--- config.mk ---
export PLATFORM = sky130hd
export DESIGN_NAME = sram_axi_bridge
export DESIGN_NICKNAME = d
export VERILOG_FILES = /design/src/rtl/sram_axi_bridge.sv
export SDC_FILE = /design/constraint.sdc
export NUM_CORES = 1
export LEC_CHECK = 0
export CAP_MARGIN = 20
export CORE_ASPECT_RATIO = 1.2
export CORE_MARGIN = 4
export CORE_UTILIZATION = 38
export CTS_CLUSTER_DIAMETER = 50
export DETAILED_ROUTE_END_ITERATION = 10
export PLACE_DENSITY = 0.81
export SLEW_MARGIN = 20
export SYNTH_ARGS = -nofsm -noshare
export SYNTH_HDL_FRONTEND = slang
export SYNTH_SLANG_ARGS = --single-unit
--- constraint.sdc ---
create_clock -name clk -period 2.54 [get_ports clk]
set_clock_uncertainty 0.2 [all_clocks]
set_input_delay 0.508 -clock clk [delete_from_list [all_inputs] [get_ports clk]]
set_output_delay 0.508 -clock clk [all_outputs]
set_load 0.01 [all_outputs]
--- src/rtl/sram_axi_bridge.sv ---
// sram_axi_bridge
//   Turns one single-cycle SRAM-style CPU port (inst or data side, after the
//   MMU) into a single-beat AXI4 master. Only one transaction is in flight at a
//   time. The CPU pipeline is held through cpu_stall until the transfer
//   reaches DONE.
//
//   Ports:
//     clk, resetn          clock and asynchronous active-low reset
//     cpu_en/wen/addr/wdata  request; held stable while cpu_stall=1
//     cpu_rdata, cpu_stall   read data (valid in DONE) and hold
//     ar*/r*, aw*/w*/b*      AXI4 master channels, single beat, id = AXI_ID
//
//   Optional build macro BRIDGE_POSTED_WRITE_EN:
//     writes complete towards the CPU once AW and W are accepted. The B
//     response is collected in the background (bready doubles as the
//     b_pending flag). No new request is accepted until that B arrives.
module sram_axi_bridge #(
  parameter logic [3:0] AXI_ID = 4'h0
) (
  input  logic        clk,
  input  logic        resetn,
  input  logic        cpu_en,
  input  logic [3:0]  cpu_wen,
  input  logic [31:0] cpu_addr,
  input  logic [31:0] cpu_wdata,
  output logic [31:0] cpu_rdata,
  output logic        cpu_stall,
  output logic [3:0]  arid,
  output logic [31:0] araddr,
  output logic [7:0]  arlen,
  output logic [2:0]  arsize,
  output logic [1:0]  arburst,
  output logic        arvalid,
  input  logic        arready,
  input  logic [3:0]  rid,
  input  logic [31:0] rdata,
  input  logic [1:0]  rresp,
  input  logic        rlast,
  input  logic        rvalid,
  output logic        rready,
  output logic [3:0]  awid,
  output logic [31:0] awaddr,
  output logic [7:0]  awlen,
  output logic [2:0]  awsize,
  output logic [1:0]  awburst,
  output logic        awvalid,
  input  logic        awready,
  output logic [31:0] wdata,
  output logic [3:0]  wstrb,
  output logic        wlast,
  output logic        wvalid,
  input  logic        wready,
  input  logic [3:0]  bid,
  input  logic [1:0]  bresp,
  input  logic        bvalid,
  output logic        bready
);

  localparam logic [2:0] S_IDLE   = 3'd0;
  localparam logic [2:0] S_RD_AR  = 3'd1;
  localparam logic [2:0] S_RD_R   = 3'd2;
  localparam logic [2:0] S_WR_AWW = 3'd3;
  localparam logic [2:0] S_WR_B   = 3'd4;
  localparam logic [2:0] S_DONE   = 3'd5;

  logic [2:0]  state_q, state_d;
  logic [31:0] addr_q, addr_d;
  logic [31:0] wdata_q, wdata_d;
  logic [3:0]  wstrb_q, wstrb_d;
  logic [2:0]  awsize_q, awsize_d;
  logic        arvalid_q, arvalid_d;
  logic        rready_q, rready_d;
  logic        awvalid_q, awvalid_d;
  logic        wvalid_q, wvalid_d;
  logic        bready_q, bready_d;
  logic        aw_done_q, aw_done_d;
  logic        w_done_q, w_done_d;
  logic [31:0] rdata_q, rdata_d;
  logic        accept, aw_fin, w_fin;

  // Response ids/status are not checked: one transaction outstanding, and
  // error responses still complete with whatever data came back.
  logic unused_resp;
  assign unused_resp = ^{rid, rresp, rlast, bid, bresp};

  // Transfer size from the byte strobes; illegal strobe patterns use word size.
  function automatic logic [2:0] size_of(input logic [3:0] wen);
    case (wen)
      4'b1111:                            size_of = 3'd2;
      4'b0011, 4'b1100:                   size_of = 3'd1;
      4'b0001, 4'b0010, 4'b0100, 4'b1000: size_of = 3'd0;
      default:                            size_of = 3'd2;
    endcase
  endfunction

  always_comb begin
    state_d   = state_q;
    addr_d    = addr_q;
    wdata_d   = wdata_q;
    wstrb_d   = wstrb_q;
    awsize_d  = awsize_q;
    arvalid_d = arvalid_q;
    rready_d  = rready_q;
    awvalid_d = awvalid_q;
    wvalid_d  = wvalid_q;
    bready_d  = bready_q;
    aw_done_d = aw_done_q;
    w_done_d  = w_done_q;
    rdata_d   = rdata_q;
`ifdef BRIDGE_POSTED_WRITE_EN
    accept    = cpu_en & ~bready_q;
`else
    accept    = cpu_en;
`endif
    // AW and W may be accepted in either order or together.
    aw_fin    = aw_done_q | (awvalid_q & awready);
    w_fin     = w_done_q  | (wvalid_q & wready);

    case (state_q)
      S_IDLE: if (accept) begin
        addr_d = cpu_addr;
        if (cpu_wen == 4'b0000) begin
          arvalid_d = 1'b1;
          state_d   = S_RD_AR;
        end else begin
          wdata_d   = cpu_wdata;
          wstrb_d   = cpu_wen;
          awsize_d  = size_of(cpu_wen);
          awvalid_d = 1'b1;
          wvalid_d  = 1'b1;
          aw_done_d = 1'b0;
          w_done_d  = 1'b0;
          state_d   = S_WR_AWW;
        end
      end
      S_RD_AR: if (arready) begin
        arvalid_d = 1'b0;
        rready_d  = 1'b1;
        state_d   = S_RD_R;
      end
      S_RD_R: if (rvalid) begin
        rready_d = 1'b0;
        rdata_d  = rdata;
        state_d  = S_DONE;
      end
      S_WR_AWW: begin
        if (awvalid_q && awready) begin
          awvalid_d = 1'b0;
          aw_done_d = 1'b1;
        end
        if (wvalid_q && wready) begin
          wvalid_d = 1'b0;
          w_done_d = 1'b1;
        end
        if (aw_fin && w_fin) begin
          bready_d = 1'b1;
`ifdef BRIDGE_POSTED_WRITE_EN
          state_d  = S_DONE;
`else
          state_d  = S_WR_B;
`endif
        end
      end
      S_WR_B: if (bvalid) begin
        bready_d = 1'b0;
        state_d  = S_DONE;
      end
      S_DONE:  state_d = S_IDLE;
      default: state_d = S_IDLE;
    endcase

`ifdef BRIDGE_POSTED_WRITE_EN
    // Background B collection, independent of the CPU-facing state.
    if (bready_q && bvalid) bready_d = 1'b0;
`endif
  end

  always_ff @(posedge clk or negedge resetn) begin
    if (!resetn) begin
      state_q   <= S_IDLE;
      addr_q    <= '0;
      wdata_q   <= '0;
      wstrb_q   <= '0;
      awsize_q  <= 3'd2;
      arvalid_q <= 1'b0;
      rready_q  <= 1'b0;
      awvalid_q <= 1'b0;
      wvalid_q  <= 1'b0;
      bready_q  <= 1'b0;
      aw_done_q <= 1'b0;
      w_done_q  <= 1'b0;
      rdata_q   <= '0;
    end else begin
      state_q   <= state_d;
      addr_q    <= addr_d;
      wdata_q   <= wdata_d;
      wstrb_q   <= wstrb_d;
      awsize_q  <= awsize_d;
      arvalid_q <= arvalid_d;
      rready_q  <= rready_d;
      awvalid_q <= awvalid_d;
      wvalid_q  <= wvalid_d;
      bready_q  <= bready_d;
      aw_done_q <= aw_done_d;
      w_done_q  <= w_done_d;
      rdata_q   <= rdata_d;
    end
  end

  // Stall also covers the IDLE cycle in which a request first shows up.
  assign cpu_stall = cpu_en & (state_q != S_DONE);
  assign cpu_rdata = rdata_q;

  assign arid    = AXI_ID;
  assign araddr  = addr_q;
  assign arlen   = 8'd0;
  assign arsize  = 3'd2;
  assign arburst = 2'b01;
  assign arvalid = arvalid_q;
  assign rready  = rready_q;

  assign awid    = AXI_ID;
  assign awaddr  = addr_q;
  assign awlen   = 8'd0;
  assign awsize  = awsize_q;
  assign awburst = 2'b01;
  assign awvalid = awvalid_q;
  assign wdata   = wdata_q;
  assign wstrb   = wstrb_q;
  assign wlast   = 1'b1;
  assign wvalid  = wvalid_q;
  assign bready  = bready_q;

endmodule

==> out/summary.txt, run 1 <==
status: completed
total leakage power: 3.44 nW
Worst Setup SP: cpu_en
Clock Sinks: 112
Final GP Congestion: 0.852
die width: 113 um
Worst Path Required: 2.57 ns
die height: 134 um
Max Clk Rate: 432 MHz
Core Rows: 45
port bufs: 247
Max Cap Viol: 0
fin. max-slew vios: 0
n_diodes: 0
Reg-to-Reg Start: state_q[2]
crit path time final: 2.31 ns
worst hold path type: flop to flop
initial core utilization: 39.2%
CTS tree: built
FF-to-FF path depth: 4
Clk pin slew, worst setup/hold paths: 0.07 ns
Final setup viols: 0
nets: 759
clk root buf: clkbuf_16
GRT Overall Usage: 17.6%
Routed WL: 13300 um
largest net degree at the start of global routing: 48
Seq/Total Area, Yosys: 55.7%
Post-Syn Area: 5030 sq um
CTS max path bufs: 2
vias in the first global route: 4003
Post-CTS Repair Setup Buffers: 0
drc violations: 0
hpwl dp: 10400 um
clk_lat worst skew: 0.34 ns
die area: 15100 sq um
Tot Pwr: 9.49 mW
setup slack, reg-to-reg: 0.44 ns
end of the critical path: wdata[0]
remaining global-route overflow: 0
Worst VDD drop: 0.701 mV
reg2reg end: wdata[0]
Final Cycle Share: 91.0%
vias per cell: 4.63
DRT iter0 DRCs: 158
Power Density: 1230 nW/um^2
initial antenna violation count: 0
Post-Syn Instances: 413
H-tree depth: 3
global-route wire length before repair: 21200 um
Yosys reg bits: 112
share of cells above drive strength 1: 16.5%
RSZ-0062 raised after global routing: false
Worst Setup End Kind: flop
Critical Path AT: 2.34 ns
Via Count: 3733
I/O pin count: 294
Yosys cell types: 41
critical path class: primary input to flop
total CTS buffers: 9
Antenna Nets Post-Route: 0
Hold Fails Final Rpt: 0
CP Launch Type: primary input
drt pass-1 iters: 4
DR WL/cell: 16.5 um
area grow syn2layout: 53.8%
Critical Path Fanout Max: 14
Avg Inst Size Synth: 12.2 sq um
Final WS setup: 0.227 ns
pre-CTS WS: -0.153 ns
synth warn: 0
core area: 12800 sq um
-- routing by layer --
metal | share of wire [%] | vias to the layer above | track usage [%]
met2 | 52 | 177 | 31.1
met4 | 1.5 | 0 | 5.88
met1 | 38 | 1824 | 20.1
met5 | 0 | - | 0
met3 | 8.8 | 14 | 5.32
li1 | - | 1718 | -
-- cells in the final DEF, fill, tap and decap left out, types with 2 or more instances in the layout --
master / n
a21o_1: 2
a21oi_1: 2
a31oi_1: 4
buf_12: 6
buf_4: 13
clkbuf_16: 9
clkdlybuf4s50_1: 245
clkinv_2: 3
conb_1: 33
dfrtp_1: 111
mux2_2: 39
mux2_4: 28
nand2_1: 100
nand3_1: 2
nand4_1: 2
nor2_1: 7
nor2b_1: 3
o21ai_0: 5
o31ai_1: 2
-- metrics by stage --
stage,util (%),area (sq um),instances,hold WS (ns),TNS [ns]
after detailed placement,57.9,7430,790,0.282,-3.21
after floorplan,-,5150,444,0.0124,0
after global placement,57.9,7430,790,0.273,-2.87
final,60.3,7740,807,0.294,0
after CTS,60.2,7730,807,0.298,0
after global routing,60.3,7740,807,0.304,0
-- how the worst min path moves through the flow --
| stage | to | cells after the start | slack [ns] | start |
|---|---|---|---|---|
| floorplan | araddr[0] | 0 | 0.01 | resetn |
| global placement | araddr[15] | 1 | 0.27 | resetn |
| detailed placement | araddr[19] | 1 | 0.28 | resetn |
| CTS | aw_done_q | 1 | 0.30 | aw_done_q |
| global route | aw_done_q | 1 | 0.30 | aw_done_q |
| finish | aw_done_q | 1 | 0.29 | aw_done_q |
-- layout make-up --
class,count,area [sq um]
Clock inverter,5,53.8
Tap cell,164,205
Clock buffer,11,243
Fill cell,1023,5100
Multi-Input combinational cell,248,1730
Inverter,1,3.75
Sequential cell,112,2800
Timing Repair Buffer,266,2690
-- Yosys cell counts --
library cell | instances | area [sq um]
nand2_1 | 100 | 375
nand4_1 | 2 | 12.5
clkbuf_1 | 7 | 26.3
a21o_1 | 2 | 15.0
conb_1 | 2 | 7.51
nand3_1 | 2 | 10.0
or4_1 | 1 | 7.51
a22o_1 | 1 | 8.76
buf_4 | 65 | 488
nor4b_4 | 1 | 23.8
nor2b_1 | 3 | 18.8
o2bb2ai_1 | 1 | 8.76
nand3b_1 | 1 | 7.51
a32o_1 | 1 | 10.0
o21a_1 | 1 | 7.51
nor4bb_1 | 1 | 10.0
o31ai_1 | 2 | 15.0
a31oi_1 | 4 | 25.0
buf_6 | 1 | 11.3
dfstp_2 | 1 | 26.3
dfrtp_1 | 111 | 2780
a21boi_0 | 1 | 7.51
o211ai_1 | 1 | 7.51
a2bb2oi_1 | 1 | 8.76
buf_2 | 6 | 30.0
mux2i_1 | 1 | 10.0
a21oi_1 | 2 | 10.0
nor2_1 | 7 | 26.3
mux2_4 | 28 | 420
o21ai_0 | 5 | 25.0
nor4_4 | 1 | 21.3
mux2_2 | 39 | 439
buf_1 | 1 | 3.75
buf_12 | 3 | 60.1
nor2_8 | 1 | 20.0
inv_1 | 1 | 3.75
a22oi_1 | 1 | 7.51
o21bai_1 | 1 | 7.51
and3b_1 | 1 | 8.76
or4b_1 | 1 | 10.0
a221o_1 | 1 | 10.0
-- cells by family after synthesis --
family                 Yosys count  share of synthesized area [%]
AO/OA/AOI/OAI                   25                           3.46
buffers and inverters           84                           12.4
flip-flops                     112                           55.7
multiplexers                    68                           17.3
other                            2                          0.149
AND/OR/NAND/NOR                122                           11.0
-- power by group --
group          switching [mW]  internal, mW  leakage (nW)
registers               0.581          2.68          1.35
logic                    1.86          2.96          1.94
clock network           0.617         0.791         0.150
total                    3.06          6.43          3.44
-- repair_timing --
item,CTS,global route
setup endpoints to repair,0,1
hold buffers,1,0
hold endpoints to repair,30,0
resized for setup,0,1
-- critical path, stage by stage --
cell and delay [ns]:
clkdlybuf4s50_1 0.51, or4b_1 0.57, nor2_8 0.23, buf_12 0.18, mux2_2 0.34
-- registers in the layout (all words and copies together) (netlist names), 2 cells and up --
register and cells:
araddr 32, cpu_rdata 32, wdata 32, wstrb 4
state_q 3, awsize 2
Power figures use the tool's default switching activity.
==> inputs of run 2 (changes only) <==
SETUP_SLACK_MARGIN = 0.15   (was default)
==> run 2 against run 1 <==
Sequential cell count unchanged. Clock power about the same. Worst hold slack about the same. Power about the same. Setup slack about the same. First-iteration DRC count decreased by 5.7%. Wire length decreased by 0.20%. Global-route usage unchanged. Non-clock buffer count unchanged. Design area about the same. Maximum frequency about the same. Largest cell class unchanged. Highest routed layer unchanged.
==> out/summary.txt, run 2 (same netlist as run 1, synthesis figures left out) <==
fin area: 7730 sq um (was 7740 sq um)
area grow syn2layout: 53.7% (was 53.8%)
share of cells above drive strength 1: 16.5% (unchanged)
Final WS setup: 0.228 ns (was 0.227 ns)
total leakage power: 3.43 nW (was 3.44 nW)
n_diodes: 0 (unchanged)
port bufs: 247 (unchanged)
Worst Setup End Kind: flop (unchanged)
Setup TNS Final: 0 ns (unchanged)
total CTS buffers: 9 (unchanged)
CTS tree: built (unchanged)
Final setup viols: 0 (unchanged)
Clk pwr share: 14.8% (about the same)
DR WL/cell: 16.4 um (was 16.5 um)
NetSw: 3.06 mW (about the same)
initial core utilization: 39.2% (unchanged)
Logic pwr share: 50.8% (about the same)
hpwl dp: 10400 um (unchanged)
most common cell after layout, fill and taps aside: clkdlybuf4s50_1 (unchanged)
largest net degree at the start of global routing: 48 (unchanged)
Hold Fails Final Rpt: 0 (unchanged)
Tot Pwr: 9.49 mW (about the same)
Critical Path AT: 2.34 ns (about the same)
DRT iter0 DRCs: 149 (was 158)
Final Non-Filler Cells: 807 (unchanged)
Power Density: 1230 nW/um^2 (about the same)
switch share: 32.2% (was 32.3%)
die height: 134 um (unchanged)
clk root buf: clkbuf_16 (unchanged)
Clk pin slew, worst setup/hold paths: 0.07 ns (about the same)
Max Clk Rate: 432 MHz (about the same)
pre-CTS WS: -0.153 ns (unchanged)
status: completed (unchanged)
die area: 15100 sq um (unchanged)
CP Launch Type: primary input (unchanged)
vias in the first global route: 4003 (unchanged)
Max Cap Viol: 0 (unchanged)
dpl cell area: 7430 sq um (unchanged)
FF-to-FF path depth: 4 (unchanged)
Final GP Congestion: 0.852 (unchanged)
critical path class: primary input to flop (unchanged)
remaining global-route overflow: 0 (unchanged)
fin. max-slew vios: 0 (unchanged)
worst hold path type: flop to flop (unchanged)
clk_lat worst skew: 0.34 ns (about the same)
Inst Count DP: 790 (unchanged)
Critical Path Fanout Max: 14 (unchanged)
nets: 759 (unchanged)
Post-CTS Repair Setup Buffers: 0 (unchanged)
internal power: 6.43 mW (about the same)
H-tree depth: 3 (unchanged)
die width: 113 um (unchanged)
initial antenna violation count: 0 (unchanged)
GRT Overall Usage: 17.6% (unchanged)
crit path time final: 2.31 ns (about the same)
Core Rows: 45 (unchanged)
drt pass-1 iters: 4 (unchanged)
Seq pwr share: 34.4% (about the same)
most frequent cells in the layout: clkdlybuf4s50_1, dfrtp_1, nand2_1 (unchanged)
Via Count: 3730 (was 3733)
Antenna Nets Post-Route: 0 (unchanged)
Routed WL: 13300 um (about the same)
hold path depth: 1 (unchanged)
Worst Path Required: 2.57 ns (about the same)
CTS max path bufs: 2 (unchanged)
drc violations: 0 (unchanged)
vias per cell: 4.62 (was 4.63)
Final Cycle Share: 91.0% (about the same)
Clock Sinks: 112 (unchanged)
I/O pin count: 294 (unchanged)
Worst VDD drop: 0.696 mV (was 0.701 mV)
core area: 12800 sq um (unchanged)
RSZ-0062 raised after global routing: false (unchanged)
global-route wire length before repair: 21200 um (unchanged)
run 2: cell types whose count changed in the layout (fill, tap and decap cells not counted):
| cell | before | now |
|---|---|---|
| dlymetal6s2s_1 | 1 | 0 |
| dlygate4sd2_1 | 0 | 1 |
run 2: worst paths after layout:
path / start / to / slack [ns]
max: cpu_en / wdata[0] / 0.23
min: aw_done_q / aw_done_q / 0.29
max reg2reg: state_q[2] / wdata[0] / 0.44
min reg2reg: aw_done_q / aw_done_q / 0.29
max in group asynchronous: resetn / awsize[1] / 1.05
min in group asynchronous: resetn / araddr[19] / 0.44
run 2: cell type report:
type | count | area (sq um)
sequential | 112 | 2800
clock inverter | 5 | 53.8
timing repair buffer | 266 | 2690
inverter | 1 | 3.75
tap | 164 | 205
fill | 1024 | 5100
multi-input combinational | 248 | 1730
clock buffer | 11 | 243
run 2: metrics by stage:
step	hold WS (ns)	utilization [%]
floorplan	0.0124	-
global placement	0.273	57.9
detailed placement	0.282	57.9
CTS	0.298	60.2
global route	0.304	60.2
finish	0.293	60.2
run 2: critical path, cell delays in order:
cell and delay (ns):
clkdlybuf4s50_1 0.50, or4b_1 0.57, nor2_8 0.23, buf_12 0.18, mux2_2 0.34
run 2: layer usage:
| metal | global-route usage, % | vias up | part of all wire [%] |
|---|---|---|---|
| met5 | 0 | - | 0 |
| met4 | 5.88 | 0 | 1.5 |
| met3 | 5.32 | 14 | 8.8 |
| met2 | 31.1 | 175 | 52 |
| met1 | 20.1 | 1823 | 38 |
| li1 | - | 1718 | - |
run 2: power groups by stage:
stage,Combinational [mW],Sequential (mW),Clock (mW)
2_1_floorplan,2.06,3.59,0
3_3_place_gp,4.78,3.24,0
3_5_place_dp,4.89,3.30,0
4_1_cts,4.90,3.27,1.45
5_1_grt,5.16,3.38,1.53
6_report,4.82,3.26,1.41
run 2: timing repair:
action | CTS | global route
endpoints found under the setup margin | 1 | 0
hold buffers | 1 | 0
resized for setup | 1 | 0
endpoints found under the hold margin | 30 | 0
